`src/rtl/cu_seq_pkg.sv`:
```
// rtl/cu_seq_pkg.sv - state encoding, select encodings and output bundle for the multicycle sequencer
package cu_seq_pkg;

   typedef enum logic [3:0] {
      FETCH  = 4'd0,
      DECODE = 4'd1,
      MEMADR = 4'd2,
      MEMRD  = 4'd3,
      MEMWR  = 4'd4,
      MEMWB  = 4'd5,
      EXECR  = 4'd6,
      EXECI  = 4'd7,
      ALUWB  = 4'd8,
      BRANCH = 4'd9
   } state_t;

   localparam logic [1:0] SRCA_RN    = 2'b00;
   localparam logic [1:0] SRCA_PC    = 2'b01;
   localparam logic [1:0] SRCA_PC4   = 2'b10;
   localparam logic [1:0] SRCB_REG   = 2'b00;
   localparam logic [1:0] SRCB_IMM   = 2'b01;
   localparam logic [1:0] SRCB_4     = 2'b10;
   localparam logic [1:0] RES_ALUOUT = 2'b00;
   localparam logic [1:0] RES_RDATA  = 2'b01;
   localparam logic [1:0] RES_ALU    = 2'b10;

   localparam logic [1:0] OP_DP  = 2'b00;
   localparam logic [1:0] OP_MEM = 2'b01;
   localparam logic [1:0] OP_BR  = 2'b10;

   typedef struct packed {
      logic       ir_write;
      logic       pc_write;
      logic       adr_src;
      logic [1:0] alu_src_a;
      logic [1:0] alu_src_b;
      logic [1:0] result_src;
      logic       reg_write;
      logic       mem_write;
      logic       alu_op;
   } seq_out_t;

endpackage

```
`src/rtl/seq_out_dec.sv`:
```
// rtl/seq_out_dec.sv - per-state datapath control decode with commit gating on cond_q
module seq_out_dec
   import cu_seq_pkg::*;
(
   input  state_t     state,
   input  logic       cond_q,
   input  logic [3:0] rd,
   input  logic       mem_ready,
   output seq_out_t   outs
);

   logic rd_pc;
   assign rd_pc = (rd == 4'd15);

   always_comb begin
      outs = '0;
      case (state)
         FETCH: begin
            outs.alu_src_a  = SRCA_PC;
            outs.alu_src_b  = SRCB_4;
            outs.result_src = RES_ALU;
            outs.ir_write   = mem_ready;
            outs.pc_write   = mem_ready;
         end
         DECODE: begin
            outs.alu_src_a  = SRCA_PC;
            outs.alu_src_b  = SRCB_4;
            outs.result_src = RES_ALU;
         end
         MEMADR: begin
            outs.alu_src_a = SRCA_RN;
            outs.alu_src_b = SRCB_IMM;
         end
         MEMRD: outs.adr_src = 1'b1;
         MEMWR: begin
            // strobe held through every wait cycle until the memory accepts it
            outs.adr_src   = 1'b1;
            outs.mem_write = cond_q;
         end
         MEMWB: begin
            outs.result_src = RES_RDATA;
            outs.reg_write  = cond_q;
            outs.pc_write   = cond_q & rd_pc;
         end
         EXECR: begin
            outs.alu_src_a = SRCA_RN;
            outs.alu_src_b = SRCB_REG;
            outs.alu_op    = 1'b1;
         end
         EXECI: begin
            outs.alu_src_a = SRCA_RN;
            outs.alu_src_b = SRCB_IMM;
            outs.alu_op    = 1'b1;
         end
         ALUWB: begin
            outs.result_src = RES_ALUOUT;
            outs.reg_write  = cond_q;
            outs.pc_write   = cond_q & rd_pc;
         end
         BRANCH: begin
            outs.alu_src_a  = SRCA_RN;
            outs.alu_src_b  = SRCB_IMM;
            outs.result_src = RES_ALU;
            outs.pc_write   = cond_q;
         end
         default: outs = '0;
      endcase
   end

endmodule

```
`src/rtl/multicycle_seq_cu.sv`:
```
// rtl/multicycle_seq_cu.sv - main fetch/decode/execute/memory/writeback sequencer
module multicycle_seq_cu
   import cu_seq_pkg::*;
#(
   parameter int ST_W = 4
) (
   input  logic            clk,
   input  logic            reset,
   input  logic [1:0]      op,
   input  logic [5:0]      funct,
   input  logic [3:0]      rd,
   input  logic            cond_ex,
   input  logic            mem_ready,
   output logic            ir_write,
   output logic            pc_write,
   output logic            adr_src,
   output logic [1:0]      alu_src_a,
   output logic [1:0]      alu_src_b,
   output logic [1:0]      result_src,
   output logic            reg_write,
   output logic            mem_write,
   output logic            alu_op,
   output logic            illegal,
   output logic [ST_W-1:0] state_o
);

   state_t   state;
   state_t   state_nxt;
   logic     cond_q;
   seq_out_t dec;
   seq_out_t outs;
   logic     unused_funct;

   assign unused_funct = ^funct[4:1];

   always_comb begin
      state_nxt = FETCH;
      case (state)
         FETCH:  state_nxt = mem_ready ? DECODE : FETCH;
         DECODE: begin
            case (op)
               OP_MEM:  state_nxt = MEMADR;
               OP_DP:   state_nxt = funct[5] ? EXECI : EXECR;
               OP_BR:   state_nxt = BRANCH;
               default: state_nxt = FETCH;
            endcase
         end
         MEMADR: state_nxt = funct[0] ? MEMRD : MEMWR;
         MEMRD:  state_nxt = mem_ready ? MEMWB : MEMRD;
         MEMWR:  state_nxt = mem_ready ? FETCH : MEMWR;
         EXECR:  state_nxt = ALUWB;
         EXECI:  state_nxt = ALUWB;
         default: state_nxt = FETCH;
      endcase
   end

   always_ff @(posedge clk) begin
      if (reset) begin
         state  <= FETCH;
         cond_q <= 1'b0;
      end else begin
         state <= state_nxt;
         if (state == DECODE)
            cond_q <= cond_ex;
      end
   end

   seq_out_dec u_dec (
      .state     (state),
      .cond_q    (cond_q),
      .rd        (rd),
      .mem_ready (mem_ready),
      .outs      (dec)
   );

   // a reset arriving mid-instruction must not let a pending write leak out
   assign outs = reset ? '0 : dec;

   assign ir_write   = outs.ir_write;
   assign pc_write   = outs.pc_write;
   assign adr_src    = outs.adr_src;
   assign alu_src_a  = outs.alu_src_a;
   assign alu_src_b  = outs.alu_src_b;
   assign result_src = outs.result_src;
   assign reg_write  = outs.reg_write;
   assign mem_write  = outs.mem_write;
   assign alu_op     = outs.alu_op;
   assign illegal    = !reset && (state == DECODE) && (op == 2'b11);
   assign state_o    = ST_W'(state);

endmodule

```
`config.mk`:
```
export PLATFORM = sky130hd
export DESIGN_NAME = multicycle_seq_cu
export DESIGN_NICKNAME = d
export VERILOG_FILES = /design/src/rtl/cu_seq_pkg.sv /design/src/rtl/seq_out_dec.sv /design/src/rtl/multicycle_seq_cu.sv
export SDC_FILE = /design/constraint.sdc
export NUM_CORES = 1
export LEC_CHECK = 0
export ABC_CLOCK_PERIOD_IN_PS = 4750
export BUFFER_PORTS_ARGS = -buffer_cell sky130_fd_sc_hd__buf_2
export CORE_AREA = 2 2 39 41
export CTS_CLUSTER_DIAMETER = 60
export DETAILED_ROUTE_END_ITERATION = 16
export DIE_AREA = 0 0 41 43
export GPL_ROUTABILITY_DRIVEN = 0
export GPL_TIMING_DRIVEN = 0
export HOLD_SLACK_MARGIN = 0.1
export PLACE_DENSITY = 0.84
export REMOVE_ABC_BUFFERS = 1
export SLEW_MARGIN = 25
export SYNTH_ARGS = -nofsm -noshare
export SYNTH_HDL_FRONTEND = slang
export SYNTH_SLANG_ARGS = --single-unit
export TNS_END_PERCENT = 100
```
`constraint.sdc`:
```
create_clock -name clk -period 4.75 [get_ports clk]
set_clock_uncertainty 0.2 [all_clocks]
set_input_delay 0.475 -clock clk [delete_from_list [all_inputs] [get_ports clk]]
set_output_delay 0.475 -clock clk [all_outputs]
set_load 0.03 [all_outputs]
```
======== Word-level counts from Yosys, hierarchy flattened ========
Index checks and enable logic that the tools add are counted.
storage, ports and cells
  register bits ........................... 5
  output and inout port bits .............. 17
  input port bits ......................... 16
cells by class
  eq/ne operators ......................... 13
  reduce and logical (&&, ||, !) cells .... 11
  bitwise logic cells ..................... 1
  mux-type cells .......................... 16
operators with widths
  cell                                            count
  one-hot mux 4 bit (6 select lines)              1
  == test 4 x 3 -> 1 bit (second input constant)  4
  == test 4 bit (second input constant)           3
  2-to-1 mux 12 bit                               1
  one-hot mux 4 bit (3 select lines)              1
  2-to-1 mux 3 bit                                3
  == test 4 x 2 -> 1 bit (second input constant)  2
  OR reduction 2 bit                              4
  2-to-1 mux 1 bit                                7
  one-hot mux 3 bit (2 select lines)              1
  OR reduction 3 bit                              2
  == test 2 bit (second input constant)           2
  == test 4 x 1 -> 1 bit (second input constant)  1
  logical NOT 4 bit                               1
  one-hot mux 2 bit (2 select lines)              1
  one-hot mux 1 bit (3 select lines)              1
  == test 2 x 1 -> 1 bit (second input constant)  1
  logical AND 1 bit                               2
  logical NOT 2 bit                               1
  AND 1 bit                                       1
  logical NOT 1 bit                               1

======== Depth between registers and ports, before layout ========
Gate-level depths: netlist (run 1).
  word-level depth ........................ 4
  depth in mapped cells ................... 5
  mapped depth without buffers ............ 3

======== By module ========
Synthesis (run 1) repeated with hierarchy kept, for this count alone.
unflattened totals
  cells, all modules ...................... 75
  area total of the unflattened synthesis .. 611.8 µm²
modules (own cells, without submodules)
  module             cells an instance  seq. area each (µm²)  times used  area each (µm²)
  multicycle_seq_cu  45                 100.1                 1           387.9
  seq_out_dec        30                 0.0                   1           224.0

======== Worst setup path before layout (run 1) ========
Ideal clock, no wire load.
  path type ............................... register to output
  start point ............................. reg state[2] (netlist: state_o[2])
  end point ............................... out ir_write
  setup slack ............................. 1.844 ns
  data arrival time ....................... 2.231 ns
  cell stages (with the launch flop) ...... 4
  cell sequence ........................... dfxtp_1 -> clkbuf_1 -> nor4_1 -> and3b_1
on the way
  longest elaborated chain between the ends .. 3
RTL lines
  element                 line                     source
  start, declared         multicycle_seq_cu.sv:27  state_t state;
  start signal, assigned  multicycle_seq_cu.sv:62  state <= state_nxt;
  logical NOT 4 bit       seq_out_dec.sv:17        case (state)
  2-to-1 mux 1 bit        seq_out_dec.sv:17
  2-to-1 mux 12 bit       multicycle_seq_cu.sv:77  assign outs = reset ? '0 : dec;
  end, declared           multicycle_seq_cu.sv:14  output logic ir_write,
No other way between the ends.

======== Worst setup path in the final report (run 1) ========
  start point ............................. reg state[3] (netlist: state_o[3])
  end point ............................... out pc_write
on the way
  longest elaborated chain between the ends .. 4
  elaborated cells between the ends (all ways) .. 7
  classes of those cells .................. eq/ne: 3; mux: 2; reduce/logical: 2
RTL lines
  element                                                  line                     source
  == test 4 bit or == test 4 x 3 -> 1 bit (tied branches)  seq_out_dec.sv:17
  OR reduction 2 bit (no line)                             n/a
  one-hot mux 1 bit (3 select lines) *                     seq_out_dec.sv:17
  2-to-1 mux 12 bit *                                      multicycle_seq_cu.sv:77
  end, declared                                            multicycle_seq_cu.sv:15  output logic pc_write,
Every way passes the cells marked *; elsewhere a longest branch is shown, timed or not.

==> results of run 1 <==
-- final timing paths --
check                        startpoint                  end  slack [ns]  cells after the start
setup reg to reg  state_o[0]$_SDFF_PP0_  cond_q$_SDFFE_PP0P_        2.91                      3
hold / removal                  cond_ex  cond_q$_SDFFE_PP0P_        0.28                      3
hold reg to reg     cond_q$_SDFFE_PP0P_  cond_q$_SDFFE_PP0P_        0.38                      2
setup / recovery  state_o[3]$_SDFF_PP0_             pc_write        2.08                      4
-- cells in the final DEF (no fill, tap or decap), drive strengths merged --
master	synthesis	routed
buf	5	27
nor3b	6	6
a21oi	6	6
dfxtp	5	5
nand3b	4	4
nor2	4	4
clkbuf	4	4
inv	3	3
nand2	3	3
or3b	2	2
mux2i	2	2
a2111oi	2	2
nor4b	2	2
and4	1	1
or3	1	1
a31oi	1	1
o2bb2ai	1	1
nor2b	1	1
nor3	1	1
nor4	1	1
a311oi	1	1
and3	1	1
and4b	1	1
and3b	1	1
o21a	1	1
o21ai	1	1
o211ai	1	1
nand3	1	1
a32oi	1	1
o21bai	1	1
conb	1	1
-- where the power goes --
group	leakage, nW	total (W)	switching (W)	internal (W)
combinational	0.226	0.0000534	0.0000332	0.0000201
clock	0.0150	0.0000477	0.0000160	0.0000317
sequential	0.0408	0.0000558	0.0000107	0.0000450
total	0.282	0.000157	0.0000599	0.0000968
-- cell families (layout without fill, tap and decap cells) --
group,Yosys count,count (layout),synth area share (%)
mux,2,2,3.91
buf+inv,12,34,11.0
flops,5,5,19.6
compound gates,16,16,24.7
other cells,1,1,0.733
simple gates,30,30,40.1
-- state kept, by name (all words and copies together), names as in the netlist --
register / count
state_o: 4
cond_q: 1
-- routing by layer --
metal | up-vias | share of wire, % | GRT usage, %
met4 | 0 | 0.79 | 8.00
met5 | - | 0 | 0
li1 | 284 | - | -
met3 | 2 | 6.0 | 3.14
met1 | 251 | 42 | 22.6
met2 | 23 | 51 | 27.8
-- layout make-up --
| type | count | area [µm²] |
|---|---|---|
| Multi-Input combinational cell | 49 | 355 |
| Sequential cell | 5 | 100 |
| Fill cell | 149 | 736 |
| Clock buffer | 4 | 26.3 |
| Inverter | 3 | 11.3 |
| Tap cell | 16 | 20.0 |
| Timing Repair Buffer | 27 | 135 |
-- synth_stat cells, drive strengths merged --
cell and instances:
o211ai 1, nor3 1, a21oi 6, and3b 1, inv 3, clkbuf 4, and3 1, dfxtp 5
nor3b 6, nor2 4, a311oi 1, a31oi 1, nand2 3, o21ai 1, conb 1, or3b 2
or3 1, o21a 1, a2111oi 2, o21bai 1, nor4b 2, a32oi 1, nand3b 4, and4 1
nor4 1, o2bb2ai 1, mux2i 2, nand3 1, nor2b 1, buf 5, and4b 1
-- worst max-delay path: cells and delay by family (launching register included) --
| kind | cells | cell delay (ns) |
|---|---|---|
| AOI/OAI and AO/OA | 2 | 0.53 |
| and+or+nand+nor | 1 | 0.44 |
| DFF | 1 | 0.57 |
| buffers and inverters | 1 | 0.22 |
-- through the flow --
| step | hold slack, ns | cell area [µm²] | instances |
|---|---|---|---|
| finish | 0.284 | 648 | 104 |
| global route | 0.303 | 648 | 104 |
| CTS | 0.286 | 648 | 104 |
| detailed placement | 0.362 | 622 | 100 |
| global placement | 0.340 | 622 | 100 |
| floorplan | 0.297 | 467 | 57 |
==> impl_metrics.csv, run 1 <==
group,metric,value,unit
power,p_per_area,242,nW/µm²
layout,area_delta_synth_final,26.7,%
drt,ant_nets,0,
clock_tree,root_buffer,"clkbuf_4",
setup_path,path_class,"reg2out",
synthesis,ys_seq_area_share,19.6,%
sta,slew_headroom,56.7,%
sta,hold_violations,0,
placement,dp_slack,2.33,ns
setup_path,setup.worst_path.end_class,"output pin",
sta,rsz0062_at_grt,"no",
synthesis,ys_seq_elements,5,
synthesis,yosys_warnings,0,
sta,setup_slack,2.08,ns
power,total_power,0.000157,W
setup_path,critical_path.max_fanout,14,
drt,wl_per_cell,12.1,µm
clock_tree,htreeDepth,1,
clock_tree,post_cts_buffers,0,
clock_tree,cts_resized,0,
status,outcome,"complete, no violations",
clock_tree,clkTransAtPathRegs,0.04,ns
sta,setup_viol,0,
global_routing,overflow,0,
sta,min_period,2.67,ns
drt,dr_total_vias,560,
floorplan,io_pins,33,
layout,antenna_cells,0,
power,vdd_drop_max,126,µV
setup_path,crit_required,4.07,ns
clock_tree,cts_tree,"yes",
layout,final_core_util,46.8,%
floorplan,die_h,43,µm
global_routing,antenna_found_initial,0,
synthesis,syn_area,512,µm²
drt,dr.pass1.iters,4,
sta,min_period_over_period,56.3,%
min_path,hold_class,"in2reg",
placement,io_buffer_count,27,
sta,fin_setup_tns,0,ns
synthesis,synth_top_cell_area_share,19.6,%
sta,tightest_slew,0.648,ns
sta,fmax,374,MHz
sta,slew_violations,0,
layout,drive_above_1_share,36.4,%
floorplan,rows,14,
clock_tree,cts_made_buffers,3,
clock_tree,clockBufferDepth,2,
global_routing,grt_first_pass_wirelength,2.19,mm
clock_tree,numClockSinks,5,
setup_path,crit_arrival,2.00,ns
floorplan,die_w,41,µm
power,cellLeakagePower,0.282,nW
synthesis,synth_cell_types,34,
drt,vias_per_cell,5.38,
flow_run,max-cap-violations,0,
drt,drt-initial-drc-count,15,
placement,hpwl,938,µm
drt,drc,0,
floorplan,start_util,37.0,%
floorplan,die-area,1760,µm²
layout,finalNetCount,105,
synthesis,synthCells,66,
clock_tree,clock_latency,0.24,ns
synthesis,synth.avg_cell_area,7.75,µm²
floorplan,core,1380,µm²
setup_path,path_cells,"or3b_1 > a2111oi_4 > o2bb2ai_1 > buf_2",
drt,wl,1.26,mm
setup_path,slowest_stage,"dfxtp_1",
global_routing,grtUsageTotal,17.8,%
global_routing,grt_max_degree,22,
synthesis,synth_area_leader_cell,"dfxtp_1",
setup_path,critPathMaxStageDelay,0.57,ns
global_routing,first_global_vias,500,
setup_path,critPathLaunchType,"flip-flop",
synthesis,yosys-top-cells-area,"dfxtp_1 (20%), nor3b_1 (8.8%), a21oi_1 (5.9%)",
clock_tree,hold_buffers,0,
Power figures use the tool's default switching activity.
==> inputs of run 2 (changes only) <==
- ABC_CLOCK_PERIOD_IN_PS: 4750 -> 2300
- CORE_AREA: 2 2 39 41 -> not set
- CORE_UTILIZATION: not set -> 36
- DIE_AREA: 0 0 41 43 -> not set
- PLACE_DENSITY: 0.84 -> 0.83
- clock period: 4.75 -> 2.3 ns (I/O delays scaled with it)
==> impl_metrics.csv, run 2 (synthesis gave the netlist of run 1 again) <==
group,metric,value,unit
clock_tree,cts_made_buffers,3,
min_path,hold_class,"in2reg",
floorplan,die-area,1580,µm²
floorplan,die_h,39.7,µm
placement,io_buffer_count,27,
global_routing,antenna_found_initial,0,
power,cellLeakagePower,0.297,nW
sta,rsz0062_at_grt,"no",
layout,layout_common_cells,"buf_2 (27), nor3b_1 (6), a21oi_1 (6), nand3b_1 (4), nor2_1 (4)",
floorplan,rows,13,
placement,hpwl,922,µm
floorplan,die_w,39.7,µm
sta,setup_viol,0,
setup_path,r2r_cells,4,
setup_path,rrSetupSlack,0.33,ns
min_path,hold_depth,2,
drt,wl_per_cell,12.5,µm
floorplan,io_pins,33,
layout,area_delta_synth_final,35.9,%
min_path,min_from,"reset",
clock_tree,root_buffer,"clkbuf_4",
layout,finalNetCount,108,
clock_tree,clockBufferDepth,2,
layout,drive_above_1_share,39.6,%
setup_path,crit_arrival,1.80,ns
layout,mostFrequentLayoutCell,"buf_2",
clock_tree,cts_tree,"yes",
drt,drt-initial-drc-count,8,
setup_path,crit_required,1.87,ns
power,p_per_area,476,nW/µm²
sta,min_period,2.23,ns
drt,dr.pass1.iters,4,
global_routing,grt_first_pass_wirelength,2.26,mm
drt,drc,0,
global_routing,grtUsageTotal,21.4,%
sta,slew_violations,0,
placement,placed_area,621,µm²
layout,design_area,696,µm²
clock_tree,clkTransAtPathRegs,0.04,ns
global_routing,first_global_vias,514,
sta,hold_violations,0,
setup_path,critical_path.max_fanout,21,
sta,min_period_over_period,96.8,%
floorplan,start_util,38.8,%
global_routing,grt_max_degree,22,
clock_tree,clock_latency,0.24,ns
clock_tree,post_cts_buffers,0,
clock_tree,numClockSinks,5,
floorplan,core,1320,µm²
flow_run,max-cap-violations,0,
power,vdd_drop_max,338,µV
global_routing,overflow,0,
drt,vias_per_cell,5.40,
drt,dr_total_vias,572,
setup_path,startpoint,"state_o[0]$_SDFF_PP0_",
setup_path,r2r_start,"state_o[1]$_SDFF_PP0_",
layout,antenna_cells,0,
drt,ant_nets,0,
drt,wl,1.33,mm
status,outcome,"complete, no violations",
sta,fin_setup_tns,0,ns
setup_path,path_class,"reg2out",
setup_path,critPathLaunchType,"flip-flop",
sta,fmax,449,MHz
setup_path,setup.worst_path.end_class,"output pin",
layout,largest_register_ffs,4,
clock_tree,htreeDepth,1,
layout,final_core_util,52.8,%
==> run 2: cell count changes in the layout (fill, tap and decap cells not counted) <==
| cell | before | now |
|---|---|---|
| dfxtp_1 | 5 | 1 |
| dfxtp_2 | 0 | 2 |
| dfxtp_4 | 0 | 2 |
| dlygate4sd3_1 | 0 | 3 |
| nor4b_2 | 1 | 0 |
| nor4b_4 | 0 | 1 |
==> run 2: critical path, cell delays in order, from the launching register on <==
cell and delay, ns:
dfxtp_4 0.40, or3b_1 0.43, a2111oi_4 0.36, o2bb2ai_1 0.15, buf_2 0.21
==> run 2: final cells by class <==
class	instances	area (µm²)
Timing Repair Buffer	30	165
Tap cell	15	18.8
Clock buffer	4	26.3
Sequential cell	5	110
Multi-Input combinational cell	49	364
Fill cell	131	622
Inverter	3	11.3
==> run 2: final timing paths <==
| kind | end |
|---|---|
| worst min-delay path | cond_q$_SDFFE_PP0P_ |
| worst max register to register | state_o[3]$_SDFF_PP0_ |
| worst min register to register | cond_q$_SDFFE_PP0P_ |
| worst max-delay path | pc_write |
==> run 2: what timing repair did <==
action	4_1_cts	5_1_grt
hold buffers	3	0
hold endpoints to repair	2	0
gates cloned	0	0
endpoints found under the setup margin	2	3
gates resized for setup	4	3
==> run 2: stage by stage <==
step                total power (W)  setup slack, ns  hold WS (ns)  std cells
detailed placement         0.000227            0.161         0.283         99
floorplan                  0.000187            -1.17         0.102         57
finish                     0.000331           0.0731         0.108        106
global route               0.000358         0.000685         0.103        106
global placement           0.000223            0.176         0.266         99
CTS                        0.000337          0.00776         0.101        106
==> run 2: power breakdown <==
group	switching, W	internal [W]	total (W)
clock network	0.0000327	0.0000654	0.0000980
registers	0.0000240	0.0000933	0.000117
logic	0.0000692	0.0000465	0.000116
==> run 2: layer usage <==
metal | part of all wire [%] | vias to the layer above | track usage (%)
met3 | 2.4 | 0 | 1.70
met4 | 0 | 0 | 10.3
met5 | 0 | - | 0
li1 | - | 293 | -
met1 | 47 | 267 | 27.4
met2 | 50 | 12 | 35.2
==> inputs of run 3 (changes only) <==
- REMOVE_ABC_BUFFERS: 1 -> not set
==> impl_metrics.csv, run 3 (synthesis gave the netlist of run 1 again) <==
group,metric,value,unit
status,outcome,"complete, no violations",
layout,final_core_util,56.0,%
global_routing,grt_first_pass_wirelength,2.27,mm
setup_path,critPathMaxStageDelay,0.41,ns
drt,wl_met1,580,µm
floorplan,start_util,38.8,%
clock_tree,clock_latency,0.27,ns
drt,dr.pass1.iters,4,
setup_path,critPathLaunchType,"flip-flop",
placement,hpwl,1.06,mm
floorplan,rows,13,
layout,antenna_cells,0,
min_path,hold_class,"in2reg",
power,p_per_area,492,nW/µm²
layout,area_delta_synth_final,44.3,%
drt,wl,1.62,mm
layout,layout_common_cells,"buf_2 (29), nor3b_1 (6), a21oi_1 (6), dfxtp_1 (5)",
drt,route.met2.wl,877,µm
clock_tree,clkTransAtPathRegs,0.05,ns
setup_path,path_cells,"or3b_1 > a2111oi_4 > o2bb2ai_2 > buf_2",
layout,drive_above_1_share,41.4,%
power,cellLeakagePower,0.331,nW
placement,io_buffer_count,26,
setup_path,crit_arrival,1.77,ns
floorplan,die_w,39.7,µm
sta,fin_setup_tns,0,ns
clock_tree,cts_tree,"yes",
clock_tree,clockBufferDepth,2,
drt,wl_met3,91,µm
drt,dr_total_vias,653,
sta,fmax,455,MHz
clock_tree,root_buffer,"clkbuf_4",
layout,fillers,132,
setup_path,slowest_stage,"or3b_1",
drt,wl_per_cell,14.2,µm
sta,min_period,2.20,ns
setup_path,path_class,"reg2out",
drt,dr.max_layer_used,"met4",
global_routing,first_global_vias,517,
layout,design_area,738,µm²
setup_path,crit_required,1.87,ns
flow_run,max-cap-violations,0,
global_routing,antenna_found_initial,0,
clock_tree,post_cts_buffers,0,
drt,drt-initial-drc-count,26,
layout,regArea,100,µm²
layout,multiInputGateArea,374,µm²
layout,mostFrequentLayoutCell,"buf_2",
drt,ant_nets,0,
synthesis,synthesis.nets,82,
setup_path,setup.worst_path.end_class,"output pin",
drt,drc,0,
global_routing,grtUsageTotal,21.7,%
clock_tree,htreeDepth,1,
setup_path,critical_path.max_fanout,8,
sta,setup_viol,0,
placement,placed_area,679,µm²
sta,hold_violations,0,
sta,tightest_slew,0.505,ns
layout,finalNetCount,116,
floorplan,core,1320,µm²
sta,min_period_over_period,95.6,%
global_routing,overflow,0,
sta,slew_violations,0,
clock_tree,cts_made_buffers,3,
clock_tree,numClockSinks,5,
floorplan,die-area,1580,µm²
floorplan,die_h,39.7,µm
global_routing,grt_max_degree,11,
sta,slew_headroom,65.5,%
power,vdd_drop_max,265,µV
power,total_power,0.000363,W
drt,vias_per_cell,5.73,
floorplan,io_pins,33,
layout,largest_register_ffs,4,
[run 3: worst max-delay path: cells and delay by family (launching register included)]
kind	cells	cell delay [ns]
buffers and inverters	1	0.21
flip-flops	1	0.37
AO/OA/AOI/OAI	2	0.50
AND/OR/NAND/NOR	1	0.41
[run 3: routing by layer]
layer | vias up | GRT usage, %
met2 | 41 | 39.8
met1 | 293 | 24.2
met3 | 9 | 0.568
met5 | - | 0
met4 | 0 | 12.9
li1 | 310 | -
[run 3: area by class of cell]
class                      instances  area share [%]
multi-input combinational         49            50.7
clock buffer                       4            3.56
buffer                             9            6.44
tap                               15            2.54
sequential                         5            13.6
inverter                           3            1.53
timing repair buffer              29            21.7
[run 3: repair_timing]
item	CTS	global route
gates resized for setup	0	5
setup endpoints to repair	0	2
hold buffers	3	0
endpoints found under the hold margin	2	0
[run 3: path summary, 6_finish.rpt]
check / start / endpoint / slack, ns / cells past startpoint
worst max-delay path: state_o[2]$_SDFF_PP0_ / pc_write / 0.10 / 4
worst min-delay path: funct[5] / state_o[0]$_SDFF_PP0_ / 0.13 / 3
worst min register to register: cond_q$_SDFFE_PP0P_ / cond_q$_SDFFE_PP0P_ / 0.40 / 2
worst max register to register: state_o[0]$_SDFF_PP0_ / state_o[3]$_SDFF_PP0_ / 0.12 / 5
[run 3: report_power, final]
group          internal, W  switching [W]
logic            0.0000539      0.0000942
clock network    0.0000665      0.0000500
registers        0.0000928     0.00000597
[run 3: per-stage QoR]
step           worst slack (ns)  std cells  hold slack [ns]
2_1_floorplan            -0.157         66            0.177
3_3_place_gp              0.334        107            0.263
3_5_place_dp              0.294        107            0.286
4_1_cts                  0.0243        114            0.136
5_1_grt                 -0.0115        114            0.170
6_report                  0.102        114            0.126
